$ cat config.mk
export PLATFORM = sky130hd
export DESIGN_NAME = fifo_to_between_flat
export DESIGN_NICKNAME = d
export VERILOG_FILES = /design/src/rtl/fifo_to_between_pkg.sv /design/src/rtl/fifo_to_between_if.sv /design/src/rtl/fifo_to_between_crc8.sv /design/src/rtl/fifo_to_between.sv /design/src/flat_wrapper.sv
export SDC_FILE = /design/constraint.sdc
export NUM_CORES = 1
export LEC_CHECK = 0
export CAP_MARGIN = 20
export CORE_MARGIN = 2
export CORE_UTILIZATION = 56
export CTS_CLUSTER_SIZE = 16
export DETAILED_ROUTE_END_ITERATION = 16
export PLACE_DENSITY = 0.85
export SYNTH_ARGS = -nofsm -noshare
export SYNTH_HDL_FRONTEND = slang
export SYNTH_HIERARCHICAL = 1
export SYNTH_SLANG_ARGS = --single-unit
$ cat constraint.sdc
create_clock -name clk -period 6.2 [get_ports clk]
set_input_delay 1.24 -clock clk [delete_from_list [all_inputs] [get_ports clk]]
set_output_delay 1.24 -clock clk [all_outputs]
set_load 0.1 [all_outputs]
$ cat src/rtl/fifo_to_between_pkg.sv
// Shared constants for the FIFO-to-link byte mover: FSM encodings and CRC8 parameters.
package fifo_to_between_pkg;

  typedef enum logic [2:0] {
    S_IDLE      = 3'd0,
    S_REQ       = 3'd1,
    S_LATCH     = 3'd2,
    S_CRC       = 3'd3,
    S_SEND      = 3'd4,
    S_WAIT_DONE = 3'd5,
    S_DONE      = 3'd6
  } state_t;

  localparam logic [7:0] CRC_POLY = 8'h07;
  localparam logic [7:0] CRC_INIT = 8'h00;

  // One serial CRC8 step, MSB-first, no reflection.
  function automatic logic [7:0] crc8_step(input logic [7:0] crc, input logic bit_in);
    return {crc[6:0], 1'b0} ^ (((crc[7] ^ bit_in) == 1'b1) ? CRC_POLY : 8'h00);
  endfunction

endpackage

$ cat src/rtl/fifo_to_between_if.sv
// FIFO read port and parallel link handshake bundled between mover and environment.
interface fifo_to_between_if;
  logic       fifo_empty;
  logic       fifo_busy;
  logic [7:0] fifo_data;
  logic       fifo_re;
  logic       t0, t1, t2, t3, t4, t5, t6, t7;
  logic       tsent;
  logic       trecieve;

  modport master (
    input  fifo_empty, fifo_busy, fifo_data, trecieve,
    output fifo_re, t0, t1, t2, t3, t4, t5, t6, t7, tsent
  );

  modport slave (
    output fifo_empty, fifo_busy, fifo_data, trecieve,
    input  fifo_re, t0, t1, t2, t3, t4, t5, t6, t7, tsent
  );
endinterface

$ cat src/rtl/fifo_to_between_crc8.sv
// Serial CRC8 engine: absorbs one message bit per enabled clock, never cleared between bytes.
module fifo_to_between_crc8
  import fifo_to_between_pkg::*;
(
  input  logic       clk,
  input  logic       reset,
  input  logic       en,
  input  logic       bit_in,
  output logic [7:0] crc
);

  logic [7:0] crc_reg;

  always_ff @(posedge clk) begin
    if (reset) begin
      crc_reg <= CRC_INIT;
    end else if (en) begin
      crc_reg <= crc8_step(crc_reg, bit_in);
    end
  end

  assign crc = crc_reg;

endmodule

$ cat src/rtl/fifo_to_between.sv
// Moves bytes from a FIFO to a parallel handshake link one at a time, keeping a running CRC8,
// a handshaken-byte count and sticky error flags.
module fifo_to_between
  import fifo_to_between_pkg::*;
#(
  parameter int TIMEOUT = 255
) (
  input  logic                 clk,
  input  logic                 reset,
  input  logic                 enable,
  input  logic                 start,
  fifo_to_between_if.master    bus,
  output logic [7:0]           CRC,
  output logic [7:0]           byte_count,
  output logic [3:0]           error,
  output logic                 isFinish
);

  localparam int TW = (TIMEOUT < 2) ? 1 : $clog2(TIMEOUT);
  localparam logic [TW-1:0] TMO_LAST = TW'(TIMEOUT - 1);

  state_t        state_reg, state_next;
  logic [7:0]    byte_reg, byte_next;
  logic [2:0]    bit_cnt_reg, bit_cnt_next;
  logic [TW-1:0] tmo_cnt_reg, tmo_cnt_next;
  logic [7:0]    t_reg, t_next;
  logic [7:0]    byte_count_reg, byte_count_next;
  logic [2:0]    error_reg, error_next;
  logic          fifo_re;
  logic          crc_en;
  logic          crc_bit;

  always_ff @(posedge clk) begin
    if (reset) begin
      state_reg      <= S_IDLE;
      byte_reg       <= '0;
      bit_cnt_reg    <= '0;
      tmo_cnt_reg    <= '0;
      t_reg          <= '0;
      byte_count_reg <= '0;
      error_reg      <= '0;
    end else begin
      state_reg      <= state_next;
      byte_reg       <= byte_next;
      bit_cnt_reg    <= bit_cnt_next;
      tmo_cnt_reg    <= tmo_cnt_next;
      t_reg          <= t_next;
      byte_count_reg <= byte_count_next;
      error_reg      <= error_next;
    end
  end

  // With enable low every *_next keeps its register value, so the whole block freezes.
  always_comb begin
    state_next      = state_reg;
    byte_next       = byte_reg;
    bit_cnt_next    = bit_cnt_reg;
    tmo_cnt_next    = tmo_cnt_reg;
    t_next          = t_reg;
    byte_count_next = byte_count_reg;
    error_next      = error_reg;
    fifo_re         = 1'b0;
    crc_en          = 1'b0;
    crc_bit         = byte_reg[3'd7 - bit_cnt_reg];

    if (enable) begin
      case (state_reg)
        S_IDLE: begin
          if (start) begin
            if (bus.fifo_empty) begin
              error_next[1] = 1'b1;
              state_next    = S_DONE;
            end else begin
              state_next = S_REQ;
            end
          end
        end
        S_REQ: begin
          if (!bus.fifo_empty && !bus.fifo_busy) begin
            fifo_re    = 1'b1;
            state_next = S_LATCH;
          end
        end
        S_LATCH: begin
          byte_next    = bus.fifo_data;
          bit_cnt_next = 3'd0;
          state_next   = S_CRC;
        end
        S_CRC: begin
          crc_en       = 1'b1;
          bit_cnt_next = bit_cnt_reg + 3'd1;
          if (bit_cnt_reg == 3'd7) begin
            t_next       = byte_reg;
            tmo_cnt_next = '0;
            state_next   = S_SEND;
          end
        end
        S_SEND: begin
          if (!bus.trecieve) begin
            tmo_cnt_next = '0;
            state_next   = S_WAIT_DONE;
          end else if (tmo_cnt_reg == TMO_LAST) begin
            error_next[0] = 1'b1;
            state_next    = S_DONE;
          end else begin
            tmo_cnt_next = tmo_cnt_reg + 1'b1;
          end
        end
        S_WAIT_DONE: begin
          if (bus.trecieve) begin
            byte_count_next = byte_count_reg + 8'd1;
            if (byte_count_reg == 8'hFF) begin
              error_next[2] = 1'b1;
            end
            state_next = bus.fifo_empty ? S_DONE : S_REQ;
          end else if (tmo_cnt_reg == TMO_LAST) begin
            error_next[0] = 1'b1;
            state_next    = S_DONE;
          end else begin
            tmo_cnt_next = tmo_cnt_reg + 1'b1;
          end
        end
        S_DONE: begin
          state_next = S_DONE;
        end
        default: begin
          state_next = S_IDLE;
        end
      endcase
    end
  end

  fifo_to_between_crc8 u_crc8 (
    .clk    (clk),
    .reset  (reset),
    .en     (crc_en),
    .bit_in (crc_bit),
    .crc    (CRC)
  );

  assign bus.fifo_re = fifo_re;
  assign bus.tsent   = (state_reg == S_SEND);
  assign bus.t0      = t_reg[0];
  assign bus.t1      = t_reg[1];
  assign bus.t2      = t_reg[2];
  assign bus.t3      = t_reg[3];
  assign bus.t4      = t_reg[4];
  assign bus.t5      = t_reg[5];
  assign bus.t6      = t_reg[6];
  assign bus.t7      = t_reg[7];

  assign byte_count = byte_count_reg;
  assign error      = {1'b0, error_reg};
  assign isFinish   = (state_reg == S_DONE);

endmodule
$ cat src/flat_wrapper.sv
// flat-port wrapper written by rule: the top's interface ports become plain ports
module fifo_to_between_flat import fifo_to_between_pkg::*;
#(
  parameter int TIMEOUT = 255
)
  (clk, reset, enable, start, CRC, byte_count, error, isFinish, bus_fifo_empty, bus_fifo_busy, bus_fifo_data, bus_trecieve, bus_fifo_re, bus_t0, bus_t1, bus_t2, bus_t3, bus_t4, bus_t5, bus_t6, bus_t7, bus_tsent);
  fifo_to_between_if bus_i ();
  input  logic clk;
  input  logic reset;
  input  logic enable;
  input  logic start;
  output logic [7:0] CRC;
  output logic [7:0] byte_count;
  output logic [3:0] error;
  output logic isFinish;
  input wire logic [$bits(bus_i.fifo_empty)-1:0] bus_fifo_empty;
  input wire logic [$bits(bus_i.fifo_busy)-1:0] bus_fifo_busy;
  input wire logic [$bits(bus_i.fifo_data)-1:0] bus_fifo_data;
  input wire logic [$bits(bus_i.trecieve)-1:0] bus_trecieve;
  output wire logic [$bits(bus_i.fifo_re)-1:0] bus_fifo_re;
  output wire logic [$bits(bus_i.t0)-1:0] bus_t0;
  output wire logic [$bits(bus_i.t1)-1:0] bus_t1;
  output wire logic [$bits(bus_i.t2)-1:0] bus_t2;
  output wire logic [$bits(bus_i.t3)-1:0] bus_t3;
  output wire logic [$bits(bus_i.t4)-1:0] bus_t4;
  output wire logic [$bits(bus_i.t5)-1:0] bus_t5;
  output wire logic [$bits(bus_i.t6)-1:0] bus_t6;
  output wire logic [$bits(bus_i.t7)-1:0] bus_t7;
  output wire logic [$bits(bus_i.tsent)-1:0] bus_tsent;
  assign bus_i.fifo_empty = bus_fifo_empty;
  assign bus_i.fifo_busy = bus_fifo_busy;
  assign bus_i.fifo_data = bus_fifo_data;
  assign bus_i.trecieve = bus_trecieve;
  assign bus_fifo_re = bus_i.fifo_re;
  assign bus_t0 = bus_i.t0;
  assign bus_t1 = bus_i.t1;
  assign bus_t2 = bus_i.t2;
  assign bus_t3 = bus_i.t3;
  assign bus_t4 = bus_i.t4;
  assign bus_t5 = bus_i.t5;
  assign bus_t6 = bus_i.t6;
  assign bus_t7 = bus_i.t7;
  assign bus_tsent = bus_i.tsent;
  fifo_to_between #(.TIMEOUT(TIMEOUT)) u_core (.clk(clk), .reset(reset), .enable(enable), .start(start), .bus(bus_i), .CRC(CRC), .byte_count(byte_count), .error(error), .isFinish(isFinish));
endmodule
Yosys cells after proc, flatten, opt, wreduce, memory -nomap -nowiden
Cells that the tools add are included.

Add/sub/neg operators: 4. Order comparisons: 1. Eq/ne operators: 14. Muxes and demuxes: 26. Bitwise gates (word level): 2. Reduce and logical (&&, ||, !) cells: 16.

Operators with widths (number): 8-bit two-way mux (4); 3-bit two-way mux (8); 8-bit one-hot mux with 3 select lines (1); 3-bit one-hot mux with 7 select lines (1); 4-bit AND reduction (5); 8-bit by 1-bit adder with 8-bit output (second input constant) (2); 8-bit == test (second input constant) (2); 3-bit == test (second input constant) (4); 1-bit two-way mux (9); 8-bit by 3-bit bitwise XOR with 8-bit output (1); 3-bit by 2-bit == test with 1-bit output (second input constant) (2); 2-bit != test (second input constant) (3); 3-bit one-hot mux with 2 select lines (1); 3-bit AND reduction (2); 3-bit by 4-bit less-than comparator with 1-bit output (second input constant) (1); 2-bit by 1-bit != test with 1-bit output (second input constant) (2); 2-bit AND reduction (2); 2-bit nonzero test (2); 3-bit by 1-bit adder with 3-bit output (second input constant) (1); 1-bit binary-select mux with 3-bit select (1); 3-bit by 1-bit == test with 1-bit output (second input constant) (1); 3-bit logical NOT (1); 3-bit nonzero test (1); 3-bit subtractor (first input constant) (1); 4 further kinds (5).

Register bits after elaboration: 49. Input bits: 15. Word-level logic and storage cells: 73.

Depth between registers and ports, before layout
Gate-level depths: netlist of the first run.

Word-level depth: 6. Mapped depth: 7. Mapped depth without buffers: 6.

Hierarchy
Netlist of the first run, hierarchy kept.

Modules (own cells, without submodules): fifo_to_between (times used 1, cells an instance 242, area each 2105.8 sq um, seq. area each 820.8 sq um); fifo_to_between_crc8 (times used 1, cells an instance 31, area each 324.1 sq um, seq. area each 160.2 sq um).

Worst setup path after synthesis of the first run
No wires, ideal clock.

Path type: input to output. Start point: in bus_fifo_empty. End point: out bus_fifo_re. Arrival time: 4425 ps. Data required time: 4960 ps. Path slack: 535 ps. Stages: 2. Path buffers: 0. Path through: or3_4 -> nor4_1.

Longest elaborated chain between the ends: 5.

Ends and longest elaborated chain: start, declared (line flat_wrapper.sv:16) `input wire logic [$bits(bus_i.fifo_empty)-1:0] bus_fifo_empty;`; 1-bit logical NOT (line fifo_to_between.sv:79) `if (!bus.fifo_empty && !bus.fifo_busy) begin`; 1-bit logical AND (line fifo_to_between.sv:79); 1-bit two-way mux (line fifo_to_between.sv:79); 1-bit two-way mux (line fifo_to_between.sv:67) `case (state_reg)`; 1-bit two-way mux (line fifo_to_between.sv:66) `if (enable) begin`; end, declared (line flat_wrapper.sv:20) `output wire logic [$bits(bus_i.fifo_re)-1:0] bus_fifo_re;`.

No other way between the ends.

Final worst setup path of the first run
Start point: in enable. End point: out bus_fifo_re.

Longest elaborated chain between the ends: 1.

Ends and longest elaborated chain: start, declared (line flat_wrapper.sv:10) `input logic enable;`; 1-bit two-way mux (line fifo_to_between.sv:66).

No other way between the ends.

==> results of run 1 <==
per-stage QoR:
stage	utilization	std cells	total power [uW]	hold slack (ps)
floorplan	-	273	391.1	445.8
global placement	0.6908	350	406.7	458.4
detailed placement	0.6908	350	407.8	467.8
CTS	0.7122	358	594.0	480.1
global route	0.7122	358	616.7	506.1
finish	0.7122	358	590.5	478.1
logic make-up (layout without fill, tap and decap cells):
group	count (synthesis)	count (layout)	share of synthesized area
AOI/OAI and AO/OA	57	57	0.1643
buffers and inverters	27	62	0.06024
xor gates and xnor gates	7	7	0.02523
adders and majority gates	5	5	0.02575
muxes	17	17	0.08084
DFF	49	49	0.4037
and+or+nand+nor	110	110	0.2384
other	1	1	0.001543
layer usage:
| layer | vias up | track usage | wire [um] |
|---|---|---|---|
| li1 | 1051 | - | - |
| met1 | 976 | 0.2956 | 2435 |
| met2 | 53 | 0.3481 | 2409 |
| met3 | 6 | 0.05916 | 266 |
| met4 | 0 | 0.07051 | 57 |
| met5 | - | 0 | 0 |
final cells by class:
type | instances | area [um2] | share of cell area
Clock buffer | 6 | 72.57 | 0.02494
Clock inverter | 2 | 15.01 | 0.005159
Inverter | 9 | 33.78 | 0.01161
Multi-Input combinational cell | 197 | 1303 | 0.4475
Sequential cell | 49 | 980.9 | 0.3371
Tap cell | 50 | 62.56 | 0.02150
Timing Repair Buffer | 45 | 442.9 | 0.1522
tightest hold or removal path, stage by stage, from the launching register on:
cell and delay (ps):
dfxtp_1 330, nand2_1 50, a21oi_1 50
placed cells by master, fill, tap and decap left out, types with 2 or more instances in the layout:
master and instances:
mux2i_1 14, mux4_2 2, clkdlybuf4s50_1 43, nor4_1 2
inv_1 9, or4b_1 2, a22oi_1 2, nor3_1 6
nand4_1 2, a41oi_1 4, a21oi_1 14, and3_1 2
nor2_1 33, and4_1 3, clkbuf_8 5, dfxtp_1 49
xnor2_1 5, ha_1 5, and4b_1 2, o311ai_0 3
clkinvlp_4 2, xor2_1 2, o21ai_0 8, nor2b_1 2
a31oi_1 5, nand3_1 9, nand2b_1 3, a211oi_1 6
a22o_1 3, nand4b_1 4, nand2_1 29
final timing paths:
kind	from	end	slack, ps	cells after the start
max reg2reg	u_core/state_reg[0]	u_core/t_reg[4]	3700	4
max	enable	bus_fifo_re	1190	4
min reg2reg	u_core/byte_reg[2]	u_core/byte_reg[2]	480	2
min	u_core/byte_reg[2]	u_core/byte_reg[2]	480	2
report_power, final:
part / internal, uW / switching [uW]
combinational: 28.0 / 43.1
sequential: 319 / 11.2
clock: 79.6 / 110
total: 426 / 164
==> results.cfg, run 1 <==
[outcome]
status = complete, no violations

[critical_path]
critPathKind = input port to output pin
arrival_ps = 3770
critPathTopFamily = buffers and inverters
cp_data_required_time_ps = 4960
end_kind = output pin
start_kind = input port
crit_top_cell = clkdlybuf4s50_1
worstPathCellList = clkdlybuf4s50_1 -> inv_1 -> nor4_1 -> clkdlybuf4s50_1
crit_buf_inv = 3
critPathMaxStageDelay_ps = 1180
path_max_fanout = 19
cp_slowest_cell = clkdlybuf4s50_1

[floorplan]
row_count = 23
dieArea_um2 = 4882
die_height_um = 69.87
die_width_um = 69.87
initial_utilization = 0.5946
core_area_um2 = 4086
io_pins = 46

[clock_tree]
cts_root_buffer = clkbuf_8
path_clk_slew_ps = 90
htree_levels = 2
post-cts-setup-buffer-count = 0
clk_path_buf_depth = 2
cts_resized = 0
clock-sinks = 49
numCtsBuffers = 5
cts_tree = done
cts_hold_buf = 0
clk_latency_ps = 310

[layout]
nets = 327
n_antenna_cell = 0
fill_cells = 336
drive_above_1_share = 0.06169
areaGrowthSynthToFinish_pct = 19.77
final_area_um2 = 2910

[drt]
drc = 0
first_pass_iters = 5
vias_per_cell = 5.827
routed_wl_mm = 5.169
antenna_left = 0
wire_per_inst_um = 14.44
dr_total_vias = 2086
drt_iter0_drc = 198

[power]
p_per_area_nw_per_um2 = 202.9
peakVddDrop_mv = 0.1500
leakage_uw = 0.0009395

[synth]
yosysWarnings = 6
syn_avg_cell_area_um2 = 8.900
ys.flop_type = dfxtp_1
seq_area_frac_synth = 0.4037
synth_top_area_frac = 0.4037
ys_ff_latch = 49
ys_top_cells_by_count = dfxtp_1, nor2_1, nand2_1, a21oi_1, mux2i_1
synth_edf_count = 0
synth_area_leaders = dfxtp_1, mux2i_1, nor2_1
async_flop_share = 0
synth_nets = 293
yosys.area.top_type = dfxtp_1
syn_area_um2 = 2430
synth.distinct_cells = 58
synth_most_common_cell = dfxtp_1
synthCells = 273

[sta]
rsz0062_at_grt = false
layout_setup_ws_ps = 1191
maxSlewHeadroom = 0.3422
worst_slew_pin_slew_ps = 983.6
min_period_ps = 5009
finalSetupViolations = 0
slew_viol_final = 0
post-route-period-util = 0.8080
hold_viol = 0
finalClockSkew_ps = 9.844
finalSetupTns_ps = 0
max_freq_ghz = 0.1996

[placed_design]
place_area_um2 = 2823
gp_congestion = 0.8922
preCtsSetupSlack_ps = 1181
io_buffer_count = 44
dp_hpwl_mm = 3.489

[global_routing]
antenna_found_initial = 0
grt_pass1_wl_mm = 8.866
grt_max_degree = 53
grt_pass1_vias = 1925
grt-ovfl-total = 0
track_usage = 0.2208

[flow_run]
drv_cap = 0

[hold_path]
hold_class = register to register
Note: power is estimated with default switching activity, not from simulation.
==> run 2: changes to the inputs <==
CORE_UTILIZATION = 52   (was 56)
PLACE_DENSITY = 0.8   (was 0.85)
clock period = 4.9 ns   (was 6.2 ns; I/O delays follow)
==> run 2 against run 1 <==
Against the previous run:
- critical path depth decreased by 2
- core utilization decreased by 4.2 points
- clock skew decreased by 0.77 ps
- worst setup slack improved by 320 ps
- cell area increased by 1.6%
- global-route usage decreased by 1.6 points
- sequential power increased by 27%
- hold slack got worse by 5.7 ps
- clock power increased by 59%
==> results.cfg, run 2 (synthesized netlist as in run 1, its figures left out) <==
[outcome]
status = complete, no violations

[floorplan]
core_area_um2 = 4414
die_width_um = 72.36
die_height_um = 72.36
row_count = 24
io_pins = 46
initial_utilization = 0.5505
dieArea_um2 = 5235

[power]
p_sw_uw = 204.6
p_per_area_nw_per_um2 = 273.9
seqPwrFrac = 0.516
intPower_uw = 605.4
leakage_uw = 0.0009666
switching_share = 0.2526
peakVddDrop_mv = 0.1955
pwr-share-comb = 0.113
p_total_uw = 809.9
p_clk_frac = 0.371

[sta]
max_freq_ghz = 0.2947
whs_ps = 472.4
post-route-period-util = 0.6924
rsz0062_at_grt = false
min_period_ps = 3393
finalSetupViolations = 0
finalClockSkew_ps = 9.074
finalSetupTns_ps = 0
layout_setup_ws_ps = 1507
maxSlewHeadroom = 0.3437
slew_viol_final = 0
hold_viol = 0
worst_slew_pin_slew_ps = 981.3

[critical_path]
end_kind = output pin
worstSetupEndpoint = isFinish
critPathMaxStageDelay_ps = 1130
crit_start = u_core/state_reg[2]
ff2ff_setup_slack_ps = 2360
reg2reg_to = u_core/t_reg[2]
path_max_fanout = 18
cp_data_required_time_ps = 3920
cp_slowest_cell = clkdlybuf4s50_1
critPathKind = register to output pin
reg2reg_from = u_core/state_reg[0]
arrival_ps = 2410
worstPathCellList = and3_1 -> clkdlybuf4s50_1
rr_worst_depth = 4
start_kind = register

[placed_design]
dp_hpwl_mm = 3.561
io_buffer_count = 44
gp_congestion = 0.8450
preCtsSetupSlack_ps = 1490

[clock_tree]
path_clk_slew_ps = 90
cts_resized = 0
post-cts-setup-buffer-count = 0
htree_levels = 2
clk_latency_ps = 300
cts_hold_buf = 0
numCtsBuffers = 5
clk_path_buf_depth = 2
cts_tree = done
cts_root_buffer = clkbuf_8
clock-sinks = 49

[drt]
vias_per_cell = 5.997
wire_per_inst_um = 14.76
first_pass_iters = 4
drt_iter0_drc = 195
routed_wl_mm = 5.329
dr_total_vias = 2165
drc = 0
antenna_left = 0

[layout]
n_antenna_cell = 0
final-seq-area_um2 = 980.9
nets = 328
mostFrequentLayoutCell = dfxtp_1
multiInputGateArea_um2 = 1309
drive_above_1_share = 0.07443
final_cell_mix = dfxtp_1, clkdlybuf4s50_1, nor2_1, nand2_1
areaGrowthSynthToFinish_pct = 21.68
fill_cells = 365

[flow_run]
drv_cap = 0

[global_routing]
track_usage = 0.2047
antenna_found_initial = 0
grt-ovfl-total = 0
grt_max_degree = 53
grt_pass1_wl_mm = 8.549
grt_pass1_vias = 1840

[hold_path]
hold_class = register to register
-- run 2: metal layers --
layer / vias up / wire (um) / GRT usage
li1: 1058 / - / -
met4: 0 / 46 / 0.06289
met3: 5 / 299 / 0.04306
met2: 59 / 2526 / 0.3150
met1: 1043 / 2456 / 0.2879
met5: - / 0 / 0
-- run 2: power groups by stage --
stage / clock [uW] / combinational (uW) / sequential (uW)
2_1_floorplan: 0 / 75.1 / 420
6_report: 300 / 91.2 / 418
4_1_cts: 303 / 90.8 / 418
5_1_grt: 318 / 98.4 / 420
3_5_place_dp: 0 / 90.6 / 427
3_3_place_gp: 0 / 89.1 / 427
-- run 2: cell type report --
| class | count | area share |
|---|---|---|
| multi-input cells | 197 | 0.4427 |
| clock buffers | 6 | 0.02793 |
| inverters | 9 | 0.01143 |
| well taps | 52 | 0.02201 |
| flip-flops and latches | 49 | 0.3318 |
| clock inverters | 2 | 0.01270 |
| repair buffers | 46 | 0.1515 |
-- run 2: how the worst min path moves through the flow --
stage / endpoint / slack [ps] / start / depth (start not counted)
2_1_floorplan: u_core/byte_reg[1] / 450 / u_core/byte_reg[1] / 2
3_3_place_gp: u_core/byte_reg[3] / 460 / u_core/byte_reg[3] / 2
3_5_place_dp: u_core/error_reg[0] / 460 / u_core/error_reg[0] / 2
4_1_cts: u_core/byte_reg[1] / 480 / u_core/byte_reg[1] / 2
5_1_grt: u_core/byte_reg[1] / 510 / u_core/byte_reg[1] / 2
6_report: u_core/byte_reg[1] / 470 / u_core/byte_reg[1] / 2
-- run 2: critical path, delay by kind of cell, from the launching register on --
family | cells | cell delay (ps)
DFF | 1 | 730
and+or+nand+nor | 1 | 250
buffers and inverters | 1 | 1130
-- run 2: stage by stage --
stage / area (um2) / cells / util
6_report: 2957 / 361 / 0.6698
5_1_grt: 2957 / 361 / 0.6698
4_1_cts: 2957 / 361 / 0.6698
3_5_place_dp: 2836 / 353 / 0.6426
3_3_place_gp: 2836 / 353 / 0.6426
2_1_floorplan: 2436 / 273 / -
==> run 3: changes to the inputs <==
clock period = 3.42 ns   (was 4.9 ns; I/O delays follow)
==> run 3 against run 2 <==
Against the previous run:
- first-iteration DRC count down 36%
- flip-flop and latch count is the same
- via count fell by 3.2%
- final cell count grew 0.28%
- count of clock-buffer cells in the layout is the same
- critical path type is now input port to output pin
- worst setup slack worse by 820 ps
- core utilization shrank 0.17 points
- critical endpoint is now bus_fifo_re
- cell area fell by 0.25%
- clock skew decreased by 2.9 ps
- global-route usage grew 0.11 points
- combinational power up 44%
- clock power is 43% higher
==> results.cfg, run 3 (synthesized netlist as in run 1, its figures left out) <==
[outcome]
status = complete, no violations

[sta]
finalSetupTns_ps = 0
finalSetupViolations = 0
maxSlewHeadroom = 0.3454
min_period_ps = 2737
worst_slew_pin_slew_ps = 978.9
rsz0062_at_grt = false
finalClockSkew_ps = 6.207
slew_viol_final = 0
post-route-period-util = 0.8003
hold_viol = 0
max_freq_ghz = 0.3654

[placed_design]
io_buffer_count = 44
gp_congestion = 0.7944
dp_hpwl_mm = 3.559

[floorplan]
dieArea_um2 = 5235
die_width_um = 72.36
row_count = 24
die_height_um = 72.36
core_area_um2 = 4414
initial_utilization = 0.5505
io_pins = 46

[layout]
final_cell_mix = dfxtp_1, nor2_1, clkdlybuf4s50_1, nand2_1
drive_above_1_share = 0.1129
nets = 329
n_antenna_cell = 0
mostFrequentLayoutCell = dfxtp_1
post-route-util = 0.6681
fill_cells = 386
areaGrowthSynthToFinish_pct = 21.37

[hold_path]
min_to = u_core/byte_reg[1]
hold_class = register to register
hp-start = u_core/byte_reg[1]
hold_depth = 2

[power]
p_total_uw = 1160
leakage_uw = 0.0009974
p_per_area_nw_per_um2 = 393.4
peakVddDrop_mv = 0.2131

[clock_tree]
clk_latency_ps = 300
cts_root_buffer = clkbuf_8
numCtsBuffers = 5
cts_hold_buf = 0
cts_tree = done
cts_resized = 0
post-cts-setup-buffer-count = 0
htree_levels = 2
path_clk_slew_ps = 90
clk_path_buf_depth = 2
clock-sinks = 49

[global_routing]
grt-ovfl-total = 0
track_usage = 0.2058
grt_pass1_wl_mm = 8.590
grt_max_degree = 53
antenna_found_initial = 0
grt_pass1_vias = 1835

[critical_path]
arrival_ps = 2050
ff2ff_setup_slack_ps = 1250
crit_start = bus_fifo_empty
rr_worst_depth = 5
cp_data_required_time_ps = 2740
start_kind = input port
end_kind = output pin
critPathKind = input port to output pin
path_max_fanout = 6
reg2reg_from = u_core/bit_cnt_reg[1]
reg2reg_to = u_core/u_crc8/crc[1]

[drt]
antenna_left = 0
dr_total_vias = 2096
drt_iter0_drc = 125
vias_per_cell = 5.790
drc = 0
routed_wl_mm = 5.185
first_pass_iters = 4
wire_per_inst_um = 14.32

[flow_run]
drv_cap = 0
[run 3: metal layers]
metal	wire length [um]	vias to the layer above	GRT usage
met1	2470	969	0.2825
met4	93	0	0.09434
li1	-	1054	-
met5	0	-	0
met2	2321	64	0.3078
met3	299	9	0.04583
[run 3: worst max path at each step]
stage / end
2_1_floorplan: bus_fifo_re
3_3_place_gp: bus_fifo_re
3_5_place_dp: bus_fifo_re
4_1_cts: bus_fifo_re
5_1_grt: bus_fifo_re
6_report: bus_fifo_re
[run 3: where the power goes]
part	internal (uW)	total, uW	switching, uW	leakage (uW)
Combinational	51.6	131	79.5	0.000545
Sequential	578	599	21.5	0.000395
Clock	238	430	192	0.0000574
[run 3: cell type report]
type / instances / area [um2] / area share
clock buffer: 6 / 82.58 / 0.02800
inverter: 9 / 33.78 / 0.01146
timing repair buffer: 47 / 440.4 / 0.1493
clock inverter: 2 / 37.54 / 0.01273
tap: 52 / 65.06 / 0.02206
sequential: 49 / 980.9 / 0.3326
multi-input combinational: 197 / 1309 / 0.4438
[run 3: critical path, stage by stage]
cell and delay, ps:
clkdlybuf4s50_1 480, or3_4 400, nor4_2 260, buf_12 220
[run 3: metrics by stage]
stage | instances | setup slack [ps] | instance area (um2) | hold WS, ps
final | 362 | 683.0 | 2949 | 477.4
after global routing | 362 | 656.0 | 2949 | 501.6
after CTS | 362 | 679.7 | 2949 | 478.8
after detailed placement | 354 | 673.8 | 2829 | 467.7
after global placement | 354 | 713.1 | 2829 | 457.0
after floorplan | 273 | 54.50 | 2436 | 445.8
